**config.mk**
```make
export PLATFORM = sky130hd
export DESIGN_NAME = alsu_input_conditioner
export DESIGN_NICKNAME = d
export VERILOG_FILES = /design/src/rtl/alsu_input_conditioner.sv
export SDC_FILE = /design/constraint.sdc
export NUM_CORES = 1
export LEC_CHECK = 0
export CAP_MARGIN = 0
export CORE_MARGIN = 5
export CORE_UTILIZATION = 55
export CTS_BUF_LIST = sky130_fd_sc_hd__clkbuf_16
export DETAILED_ROUTE_END_ITERATION = 8
export HOLD_SLACK_MARGIN = 0.15
export PLACE_DENSITY = 0.74
export SYNTH_ARGS = -nofsm -noshare
export SYNTH_HDL_FRONTEND = slang
export SYNTH_SLANG_ARGS = --single-unit
```
**constraint.sdc**
```tcl
create_clock -name clk -period 4.65 [get_ports clk]
set_input_delay 0.465 -clock clk [delete_from_list [all_inputs] [get_ports clk]]
set_output_delay 0.465 -clock clk [all_outputs]
set_load 0.02 [all_outputs]
```
**src/rtl/alsu_input_conditioner.sv**
```systemverilog
// Synchronises and debounces ALSU switch and load-button inputs.
// Drives a stable operand/control bundle, optionally latched on load.
module alsu_input_debounce #(
  parameter int W = 1,
  parameter int DEBOUNCE_CYCLES = 1000000,
  parameter int SYNC_STAGES = 2
) (
  input  logic         clk,
  input  logic         rst,
  input  logic [W-1:0] raw,
  output logic [W-1:0] db
);
  localparam int CW = (DEBOUNCE_CYCLES > 2) ? $clog2(DEBOUNCE_CYCLES) : 1;
  localparam logic [CW-1:0] LAST = CW'(DEBOUNCE_CYCLES - 1);

  logic [W-1:0]  chain [SYNC_STAGES];
  logic [W-1:0]  prev;
  logic [CW-1:0] cnt;
  logic [W-1:0]  s;

  assign s = chain[SYNC_STAGES-1];

  always_ff @(posedge clk) begin
    if (rst) begin
      for (int i = 0; i < SYNC_STAGES; i++) chain[i] <= '0;
      prev <= '0;
      cnt  <= '0;
      db   <= '0;
    end else begin
      chain[0] <= raw;
      for (int i = 1; i < SYNC_STAGES; i++) chain[i] <= chain[i-1];
      prev <= s;
      // still bouncing or already accepted: restart the hold count
      if (s == db) begin
        cnt <= '0;
      end else if (s != prev) begin
        cnt <= '0;
      end else if (cnt == LAST) begin
        db  <= s;
        cnt <= '0;
      end else begin
        cnt <= cnt + 1'b1;
      end
    end
  end
endmodule

module alsu_input_conditioner #(
  parameter int    DEBOUNCE_CYCLES = 1000000,
  parameter int    SYNC_STAGES = 2,
  parameter string LATCH_MODE = "ON"
) (
  input  logic        clk,
  input  logic        rst,
  input  logic [17:0] sw,
  input  logic        btn_load,
  output logic [2:0]  A,
  output logic [2:0]  B,
  output logic [2:0]  opcode,
  output logic        cin,
  output logic        serial_in,
  output logic        red_op_A,
  output logic        red_op_B,
  output logic        bypass_A,
  output logic        bypass_B,
  output logic        direction,
  output logic        load_pulse,
  output logic        pending
);
  localparam bit LATCH = (LATCH_MODE == "ON");

  logic [17:0] sw_db;
  logic        btn_db;
  logic        btn_db_d;
  logic [15:0] cur;
  logic        unused_sw;

  alsu_input_debounce #(
    .W(18),
    .DEBOUNCE_CYCLES(DEBOUNCE_CYCLES),
    .SYNC_STAGES(SYNC_STAGES)
  ) u_sw_db (
    .clk(clk),
    .rst(rst),
    .raw(sw),
    .db(sw_db)
  );

  alsu_input_debounce #(
    .W(1),
    .DEBOUNCE_CYCLES(DEBOUNCE_CYCLES),
    .SYNC_STAGES(SYNC_STAGES)
  ) u_btn_db (
    .clk(clk),
    .rst(rst),
    .raw(btn_load),
    .db(btn_db)
  );

  assign unused_sw = ^sw_db[17:16];

  always_ff @(posedge clk) begin
    if (rst) begin
      btn_db_d   <= 1'b0;
      load_pulse <= 1'b0;
      cur        <= '0;
      pending    <= 1'b0;
    end else begin
      btn_db_d   <= btn_db;
      load_pulse <= btn_db & ~btn_db_d;
      if (!LATCH || load_pulse) cur <= sw_db[15:0];
      pending    <= (sw_db[15:0] != cur);
    end
  end

  assign A         = cur[2:0];
  assign B         = cur[5:3];
  assign opcode    = cur[8:6];
  assign cin       = cur[9];
  assign serial_in = cur[10];
  assign red_op_A  = cur[11];
  assign red_op_B  = cur[12];
  assign bypass_A  = cur[13];
  assign bypass_B  = cur[14];
  assign direction = cur[15];
endmodule
```
==> impl_metrics.json <==
{
  "design_area_um2": 6390,
  "ys_ff_latch": 135,
  "synth_edf_count": 0,
  "setup_violations": 0,
  "finalCritPeriodShare": 0.575,
  "area_growth_pct": 20.8,
  "antenna_cells": 0,
  "endpoint": "load_pulse",
  "vias": 3534,
  "ioPinCount": 39,
  "min_path_type": "reg -> reg",
  "final_cells": 696,
  "max_freq_ghz": 0.374,
  "comb_power_share": 0.029,
  "vias_per_cell": 5.08,
  "power_frac_seq": 0.444,
  "route.detailed.drc": 0,
  "placed_area_um2": 5760,
  "ctsResizeCount": 0,
  "crit_fanout": 17,
  "syn_area_um2": 5290,
  "cts_buffers": 17,
  "clkPwrFrac": 0.527,
  "critPathTopFamily": "flip-flops",
  "slowest_stage": "dfxtp_1",
  "track_usage": 0.186,
  "endpoint_kind": "primary output",
  "syn_area_per_cell_um2": 10.3,
  "clockRootBuffer": "clkbuf_16",
  "rr_endpoint": "u_sw_db.db[6]",
  "drt-pass1-iter-count": 4,
  "ys_seq_area_frac": 0.511,
  "cp-start-kind": "register",
  "grt_pass1_vias": 3563,
  "fin_skew_ns": 0.00594,
  "antenna_left": 0,
  "reg2reg_slack_ns": 2.28,
  "drt-total-wl_mm": 9.83,
  "path_class": "reg -> out",
  "rr_startpoint": "u_sw_db.db[4]",
  "worst-r2r-cell-count": 5,
  "holdBufCountCts": 0,
  "fin_crit_ns": 2.67,
  "crit_path_start": "load_pulse",
  "dp_hpwl_mm": 6.52,
  "drt_iter0_markers": 124,
  "worst-path-buf-inv": 1,
  "synth_cell_type_count": 34,
  "synth_cells": 513,
  "post_cts_buffers": 0,
  "rows": 35,
  "pwr_density_cell_nw_per_um2": 419,
  "peakVddDrop_uv": 325,
  "critPathMaxStageDelay_ns": 1.03,
  "hold_viol_final": 0,
  "power_leakage_nw": 2.33,
  "cts.sinks": 135,
  "switching_share": 0.209,
  "synth_ff_type": "dfxtp_1",
  "grt-ovfl-total": 0,
  "insertion_delay_ns": 0.41,
  "rsz0062_at_grt": "false",
  "critPathRequiredTime_ns": 4.18,
  "slew_violations": 0,
  "grt_start_max_net_pins": 52,
  "fp.dieW_um": 108,
  "layout.nets": 577,
  "layout_commonest_cell": "dfxtp_1",
  "tightest_slew_ns": 1.07,
  "initial_utilization": 0.567,
  "htree_num_levels": 4,
  "drive_above_1_share": 0.0988,
  "cp.depth": 1,
  "synthArstFlopShare": 0,
  "relSlewSlack": 0.284,
  "p_sw_w": 0.000558,
  "gp_congestion": 0.820,
  "dp_cells": 664,
  "setup-tns-final_ns": 0,
  "crit_chain": "clkdlybuf4s50_1",
  "layout_common_cells": "135 x dfxtp_1, 77 x nor2b_1, 69 x nor2_1, 50 x xnor2_1, 38 x xor2_1",
  "internal-power_w": 0.00212,
  "avgRoutedWirePerCell_um": 14.1,
  "syn_nets": 536,
  "fp.dieH_um": 108,
  "cts_tree": "done",
  "cts.path.max_buffers": 2,
  "portBuffers": 38,
  "clk_pin_slew_worst_paths_ns": 0.06,
  "cap_violations": 0,
  "core_area_um2": 9330,
  "antenna_found_initial": 0,
  "yosys_warnings": 0,
  "grt_pass1_wl_mm": 17.0,
  "cp.arrival_ns": 2.21,
  "outcome": "completed",
  "die-area_um2": 11700
}
area by class of cell:
class	instances	area, um2
clock buffers	17	425
clock inverters	15	203
fillers	728	2940
inverters	4	15.0
multi-input cells	356	2490
flip-flops and latches	135	2700
well taps	129	161
repair buffers	40	390
cell usage after synthesis, types with 4 or more instances:
library cell,number,area (um2)
xor2_1,38,333
mux2_2,8,90.1
nand3_1,14,70.1
nor3_1,4,20.0
clkbuf_1,14,52.6
xnor2_1,50,438
nand2_1,14,52.6
nor4_1,10,62.6
mux2i_1,18,180
inv_1,4,15.0
nor2b_1,77,482
nand4_1,19,119
mux2_4,10,150
dfxtp_1,135,2700
nor2_1,69,259
and4_1,6,52.6
cells by family (layout without fill, tap and decap cells):
family	count (synthesis)	count (layout)	synth area share
and+or+nand+nor	225	225	0.231
DFF	135	135	0.511
AOI/OAI and AO/OA	5	5	0.0104
buffers and inverters	22	76	0.0177
xor gates and xnor gates	88	88	0.146
adders and majority gates	2	2	0.00473
muxes	36	36	0.0795
worst min path at each step:
| stage | start | to | cells past startpoint |
|---|---|---|---|
| finish | btn_db_d | load_pulse | 1 |
| CTS | btn_db_d | load_pulse | 1 |
| global placement | btn_db_d | load_pulse | 1 |
| floorplan | btn_db_d | load_pulse | 1 |
| global route | btn_db_d | load_pulse | 1 |
| detailed placement | btn_db_d | load_pulse | 1 |
sequential cells by signal, indices dropped and copies added, names as in the netlist:
| register | flops |
|---|---|
| u_sw_db.chain | 36 |
| u_btn_db.cnt | 20 |
| u_sw_db.cnt | 20 |
| u_sw_db.db | 18 |
| u_sw_db.prev | 18 |
| cur | 16 |
| u_btn_db.chain | 2 |
| btn_db_d | 1 |
| load_pulse | 1 |
| pending | 1 |
| u_btn_db.db | 1 |
| u_btn_db.prev | 1 |
stage by stage:
| stage | setup WS (ns) | hold WS (ns) | utilization | power, W |
|---|---|---|---|---|
| floorplan | 2.77 | 0.367 | - | 0.00126 |
| global placement | 2.31 | 0.374 | 0.618 | 0.00129 |
| detailed placement | 2.29 | 0.376 | 0.618 | 0.00129 |
| CTS | 1.97 | 0.383 | 0.685 | 0.00270 |
| global route | 1.91 | 0.393 | 0.685 | 0.00276 |
| finish | 1.98 | 0.378 | 0.685 | 0.00267 |
per-layer routing:
| layer | track usage | vias up | share of wire |
|---|---|---|---|
| met1 | 0.251 | 1657 | 0.48 |
| li1 | - | 1779 | - |
| met5 | 0 | - | 0 |
| met2 | 0.282 | 73 | 0.45 |
| met4 | 0.0803 | 0 | 0.026 |
| met3 | 0.0490 | 25 | 0.042 |
power by group through the flow:
stage	Sequential (W)	Clock, W	Combinational [W]
2_1_floorplan	0.00121	0	0.0000508
3_3_place_gp	0.00121	0	0.0000758
3_5_place_dp	0.00121	0	0.0000769
4_1_cts	0.00119	0.00143	0.0000779
5_1_grt	0.00119	0.00149	0.0000849
6_report	0.00119	0.00141	0.0000771
No activity file was read; power rests on OpenSTA's default activity.
